<file path="config.mk">
export PLATFORM = sky130hd
export DESIGN_NAME = fifo_burst_reader
export DESIGN_NICKNAME = d
export VERILOG_FILES = /design/src/rtl/fifo_burst_reader.sv
export SDC_FILE = /design/constraint.sdc
export NUM_CORES = 1
export LEC_CHECK = 0
export ABC_AREA = 1
export CAP_MARGIN = 10
export CORE_UTILIZATION = 43
export DETAILED_ROUTE_END_ITERATION = 7
export PLACE_DENSITY = 0.64
export SETUP_SLACK_MARGIN = 0.2
export SLEW_MARGIN = 40
export SYNTH_ARGS = -nofsm -noshare
export SYNTH_HDL_FRONTEND = slang
export SYNTH_SLANG_ARGS = --single-unit
</file>
<file path="constraint.sdc">
create_clock -name clk -period 5.94 [get_ports clk]
set_clock_uncertainty 0.05 [all_clocks]
set_input_delay 1.188 -clock clk [delete_from_list [all_inputs] [get_ports clk]]
set_output_delay 1.188 -clock clk [all_outputs]
set_load 0.01 [all_outputs]
</file>
<file path="src/rtl/fifo_burst_reader.sv">
// ============================================================================
// Module   : fifo_burst_reader
// Brief    : Pops a programmed burst from a synchronous FIFO read port and
//            streams it on valid/ready through a 2-entry skid buffer.
//            Optional macro FIFO_RD_CNT_EN adds the xfer_cnt output.
// Revision : 1.0
// ============================================================================
`default_nettype none

module fifo_burst_reader #(
    parameter int DATA_WIDTH = 8,
    parameter int LEN_WIDTH  = 8
) (
    input  logic                  clk,
    input  logic                  rst,
    input  logic                  start,
    input  logic [LEN_WIDTH-1:0]  burst_len,
    output logic                  busy,
    output logic                  done,
    input  logic                  empty,
    output logic                  r_en,
    input  logic [DATA_WIDTH-1:0] rdata,
    output logic                  m_valid,
    output logic [DATA_WIDTH-1:0] m_data,
    input  logic                  m_ready
`ifdef FIFO_RD_CNT_EN
    ,
    output logic [LEN_WIDTH-1:0]  xfer_cnt
`endif
);

    localparam logic [1:0] S_IDLE  = 2'd0;
    localparam logic [1:0] S_READ  = 2'd1;
    localparam logic [1:0] S_DRAIN = 2'd2;
    localparam logic [1:0] S_DONE  = 2'd3;

    logic [1:0]            r_state;
    logic [LEN_WIDTH-1:0]  r_len;
    logic [LEN_WIDTH-1:0]  r_issued;
    logic [LEN_WIDTH-1:0]  r_sent;
    logic                  r_inflight;
    logic [1:0]            r_count;
    logic [DATA_WIDTH-1:0] r_buf0;
    logic [DATA_WIDTH-1:0] r_buf1;

    logic                  w_pop;
    logic                  w_rd_en;
    logic [2:0]            w_credit;
    logic [LEN_WIDTH-1:0]  w_issued_nxt;
    logic [LEN_WIDTH-1:0]  w_sent_nxt;

    assign w_pop        = (r_count != 2'd0) && m_ready;
    // Occupancy the buffer will have once the in-flight word lands and any pop leaves.
    assign w_credit     = {1'b0, r_count} + {2'b00, r_inflight} - {2'b00, w_pop};
    assign w_rd_en      = (r_state == S_READ) && !empty && (r_issued < r_len)
                          && (w_credit < 3'd2);
    assign w_issued_nxt = r_issued + LEN_WIDTH'(1);
    assign w_sent_nxt   = r_sent + LEN_WIDTH'(1);

    assign r_en    = w_rd_en;
    assign busy    = (r_state != S_IDLE);
    assign done    = (r_state == S_DONE);
    assign m_valid = (r_count != 2'd0);
    assign m_data  = r_buf0;

    always_ff @(posedge clk) begin
        if (rst) begin
            r_state  <= S_IDLE;
            r_len    <= '0;
            r_issued <= '0;
            r_sent   <= '0;
        end else begin
            case (r_state)
                S_IDLE: begin
                    if (start) begin
                        r_len    <= burst_len;
                        r_issued <= '0;
                        r_sent   <= '0;
                        r_state  <= (burst_len == '0) ? S_DONE : S_READ;
                    end
                end
                S_READ: begin
                    if (w_rd_en) begin
                        r_issued <= w_issued_nxt;
                        if (w_issued_nxt == r_len) begin
                            r_state <= S_DRAIN;
                        end
                    end
                end
                S_DRAIN: begin
                    if (w_pop && (w_sent_nxt == r_len)) begin
                        r_state <= S_DONE;
                    end
                end
                default: begin
                    r_state <= S_IDLE;
                end
            endcase
            if (w_pop) begin
                r_sent <= w_sent_nxt;
            end
        end
    end

    // Skid buffer: r_buf0 is the head; rdata lands one cycle after r_en.
    always_ff @(posedge clk) begin
        if (rst) begin
            r_inflight <= 1'b0;
            r_count    <= 2'd0;
            r_buf0     <= '0;
            r_buf1     <= '0;
        end else begin
            r_inflight <= w_rd_en;
            case ({r_inflight, w_pop})
                2'b10: begin
                    if (r_count == 2'd0) begin
                        r_buf0 <= rdata;
                    end else begin
                        r_buf1 <= rdata;
                    end
                    r_count <= r_count + 2'd1;
                end
                2'b01: begin
                    r_buf0  <= r_buf1;
                    r_count <= r_count - 2'd1;
                end
                2'b11: begin
                    if (r_count == 2'd1) begin
                        r_buf0 <= rdata;
                    end else begin
                        r_buf0 <= r_buf1;
                        r_buf1 <= rdata;
                    end
                end
                default: begin
                    r_count <= r_count;
                end
            endcase
        end
    end

`ifdef FIFO_RD_CNT_EN
    logic [LEN_WIDTH-1:0] r_xfer_cnt;

    always_ff @(posedge clk) begin
        if (rst) begin
            r_xfer_cnt <= '0;
        end else if ((r_state == S_IDLE) && start) begin
            r_xfer_cnt <= '0;
        end else if (w_pop) begin
            r_xfer_cnt <= r_xfer_cnt + LEN_WIDTH'(1);
        end
    end

    assign xfer_cnt = r_xfer_cnt;
`endif

endmodule

`default_nettype wire
</file>
; After elaboration in Yosys (flattened, before gate mapping)
; Index checks and enable logic that the tools add are counted.
[word_totals]
register_bits = 45
input_bits = 21
out_inout_bits = 12
[classes]
addsub = 6
n_lt_le_gt_ge = 2
n_eq_ne = 16
n_mux = 18
n_reduce_logical = 23
[ops]
columns = cell, count
row1 = 2-to-1 mux 8 bit, 8
row2 = one-hot mux 8 bit (2 select lines), 2
row3 = one-hot mux 8 bit (3 select lines), 1
row4 = "adder 8 x 1 -> 8 bit, second input constant", 2
row5 = equality test 8 bit, 2
row6 = nonzero test 2 bit, 7
row7 = "!= test 2 bit, second input constant", 6
row8 = 2-to-1 mux 2 bit, 5
row9 = "equality test 2 bit, second input constant", 4
row10 = logical NOT 8 bit, 1
row11 = < comparator 8 bit, 1
row12 = "equality test 2 x 1 -> 1 bit, second input constant", 3
row13 = one-hot mux 2 bit (3 select lines), 1
row14 = AND reduction 2 bit, 3
row15 = AND reduction 3 bit, 2
row16 = logical AND 1 bit, 5
row17 = logical NOT 2 bit, 2
row18 = one-hot mux 2 bit (2 select lines), 1
row19 = AND reduction 4 bit, 1
row20 = adder 2 x 1 -> 3 bit, 1
row21 = "< comparator 3 x 2 -> 1 bit, second input constant", 1
row22 = nonzero test 3 bit, 1
row23 = subtractor 3 x 1 -> 3 bit, 1
row24 = "adder 2 x 1 -> 2 bit, second input constant", 1
row25 = 3 further kinds, 3

; Depth between registers and ports, before layout
[depth]
word_depth = 7
depth_mapped = 16
ltp_nobuf = 15

; Worst setup path after synthesis
; Ideal clock, no wire load.
[synth_path]
path_type = input-to-output
start = in m_ready
end = out r_en
arrival_ns = 2.868
required_time_ns = 4.702
path_slack_ns = 1.834
stages = 11
path_buffers = 1
path_cell_list = inv_1 nor2_4 buf_1 inv_1 nor2_1 o21ai_0 fa_1 xor2_1 nor2_1 nand4_1 inv_1
[synth_between]
elab_chain_cells = 4
[synth_lines]
columns = item, line_no
row1 = "start, declared", 25  ; input logic m_ready
row2 = logical AND 1 bit, 52  ; assign w_pop = (r_count != 2'd0) && m_ready;
row3 = subtractor 3 x 1 -> 3 bit, 54  ; assign w_credit = {1'b0, r_count} + {2'b00, r_inflight} - {2'b00, w_pop};
row4 = < comparator 3 x 2 -> 1 bit, 56  ; && (w_credit < 3'd2);
row5 = logical AND 1 bit, 56
row6 = "end, declared", 21  ; output logic r_en,
; No other way between the ends.

; Worst setup path after layout
; Ends and elaborated chain as after synthesis.

==> summary.md <==
| Metric | Value |
|---|---|
| Final WS setup | 0.816 ns |
| N_diodes | 0 |
| Yosys reg bits | 45 |
| Chip height | 82.9 microns |
| Residual DRC | 0 |
| Synthesized area per cell | roughly 6.7 sq um |
| Clock Tree Buf Depth | 2 |
| YS warnings | 0 |
| Area of the multi-input gates | approximately 1700 sq um |
| Clock latency on the worst-skew pair | about 0.30 ns |
| Worst vdd ir | 0.258 mV |
| CTS Hold Bufs | 0 |
| Final worst-path cycle share | 86.3% |
| Worst Setup End Kind | output pin |
| RSZ-0062 raised after global routing | no |
| Worst-path fanout max | 14 |
| CTS tree | built |
| Port Buffers | 32 |
| Fin. max-slew vios | 0 |
| Most common cell after layout, fill and taps aside | nand2_1 |
| Gr ovfl total | 0 |
| Total of max-cap violations | 0 |
| Min-Delay Path Class | reg -> reg |
| Clk slew on worst S/H paths | roughly 0.080 ns |
| Area of the die | 6870 sq um |
| Setup TNS | 0 ns |
| Pwr per Cell Area | roughly 420 nW/um^2 |
| Most frequent cells in the layout | 94 x nand2_1, 49 x inv_1, 49 x nor2_1 |
| Row cnt | 29 |
| Number of clock sinks | 45 |
| Cts repair resizes | 0 |
| Die W | around 83 microns |
| Cells after synthesis | 420 |
| Antenna-violating nets left | 0 |
| P&R area growth vs syn | 17.0% |
| Starting Density | 44.3% |
| # IOs | 33 |
| Drt wl/cell | 13.0 microns |
| CTS Buf Count | 5 |
| Critical Path AT | a little under 4 ns |
| Fill cells | about 630 |
| Placed cell area | roughly 3200 sq um |
| Synth unique cells | 30 |
| DR vias | 2,738 |
| Status | finished, final reports clean |
| CP startpoint kind | primary input |
| Place WS | 0.773 ns |
| Final min period | 5.12 ns |
| DPL Wire Length | around 5.2 mm |
| DR iter-0 viols | roughly 140 |
| Cell area after layout | 3290 sq um |
| Tot Pwr | between 0.001 and 0.0015 W |
| Detailed Route WL | 6.86 mm |
| FF/Latch Area | 901 sq um |
| Synth Net Count | between 400 and 500 |
| Post-CTS Setup Bufs | 0 |
| Placed insts | 519 |
| Lkg Pwr | 1.46 nW |
| CTS H-tree lvls | 2 |
| Pre-Repair DR Iteration Count | 4 |
| Layout Cells excl Fill | 527 |
| Vias per cell | 5.20 |
| Initial antenna violation count | 0 |
| Headroom to the max-slew limit | between 50 and 60% |
| Core area | 6350 sq um |
| Global Route Usage Sum | 20.7% |
| Setup-failing EPs final | 0 |
| Post-synthesis sequential area ratio | 32.0% |
| First-pass GRT wire length | roughly 12 mm |
| Final GP Congestion | 0.860 |
| Worst Tran Pin Value | between 0.6 and 0.7 ns |
| Vias in the first global route | 2,583 |
| Worst Setup Path Type | in -> out |
| Largest net degree at the start of global routing | 26 |
| Root buffer cell | clkbuf_8 |
| Fmax | between 150 and 200 MHz |
| Layout net count | 489 |
| Final hold vios | 0 |
| Ratio of cells with drive above 1 in the final layout | under 10% |
| Post-Syn Area | 2810 sq um |
| Crit path required time | between 4 and 5 ns |
-- critical path, stage by stage --
cell and delay (ns):
clkdlybuf4s50_1 0.45, inv_1 0.06, nor2_4 0.27, inv_1 0.13, nor2_1 0.20, o21ai_0 0.14, fa_1 0.51, inv_1 0.04
nor2_1 0.09, nand4_1 0.18, inv_1 0.09, clkdlybuf4s50_1 0.53
-- synth_stat cells (all sizes together) --
cell / n / area [sq um]
nand2: 97 / 372
nor2: 57 / 249
inv: 50 / 188
dfxtp: 45 / 901
nand3: 45 / 240
o21ai: 40 / 200
a21oi: 31 / 159
ha: 18 / 225
mux2i: 8 / 80.1
nand4: 8 / 50.1
clkbuf: 7 / 27.5
buf: 3 / 22.5
xor2: 3 / 26.3
nor4: 2 / 12.5
o21bai: 2 / 18.8
a211oi: 1 / 7.51
a21o: 1 / 7.51
fa: 1 / 20.0
nand3b: 1 / 7.51
-- metal layers --
layer	track usage, %	share of wire, %
met5	0	0
met4	6.27	1.4
met3	4.08	3.7
met2	36.5	49
met1	25.2	46
-- where the power goes --
part / leakage (nW) / internal, W / total, W / switching [W]
Sequential: 0.367 / 0.000378 / 0.000456 / 0.0000774
Clock: 0.0585 / 0.000137 / 0.000244 / 0.000107
Combinational: 1.04 / 0.000275 / 0.000686 / 0.000411
Total: 1.46 / 0.000791 / 0.00139 / 0.000595
-- metrics by stage --
| step | utilization (%) | hold slack [ns] |
|---|---|---|
| 5_1_grt | 51.8 | 0.454 |
| 3_5_place_dp | 50.0 | 0.421 |
| 3_3_place_gp | 50.1 | 0.407 |
| 4_1_cts | 51.8 | 0.442 |
| 6_report | 51.8 | 0.435 |
| 2_1_floorplan | - | 0.398 |
-- flip-flops by register name, summed over array words and instances (netlist names) --
name and flops:
m_data 8, r_buf1 8, r_issued 8, r_len 8, r_sent 8, r_count 2, r_state 2, r_inflight 1
-- final cells by class --
type / instances / share of cell area [%]
Timing Repair Buffer: 32 / 9.58
Inverter: 50 / 5.70
Tap cell: 77 / 2.93
Multi-Input combinational cell: 315 / 50.9
Clock inverter: 1 / 0.912
Clock buffer: 7 / 2.62
Sequential cell: 45 / 27.4
-- final timing paths --
kind | startpoint | to | slack [ns] | depth (start not counted)
setup / recovery | m_ready | r_en | 0.82 | 12
hold / removal | r_buf1[3]$_SDFFE_PP0P_ | r_buf1[3]$_SDFFE_PP0P_ | 0.43 | 2
setup reg to reg | r_count[1]$_SDFFE_PP0P_ | r_issued[4]$_SDFFE_PP0P_ | 2.63 | 15
hold reg to reg | r_buf1[3]$_SDFFE_PP0P_ | r_buf1[3]$_SDFFE_PP0P_ | 0.43 | 2
-- kinds of logic (layout without fill, tap and decap cells) --
| group | after synthesis | in the layout | share of synthesized area, % |
|---|---|---|---|
| simple gates | 210 | 210 | 33.1 |
| fa+ha+maj | 19 | 19 | 8.72 |
| compound gates | 75 | 75 | 14.0 |
| buf+inv | 60 | 90 | 8.45 |
| xor+xnor | 3 | 3 | 0.934 |
| flops | 45 | 45 | 32.0 |
| mux | 8 | 8 | 2.85 |
(Power assumes the default switching activity.)
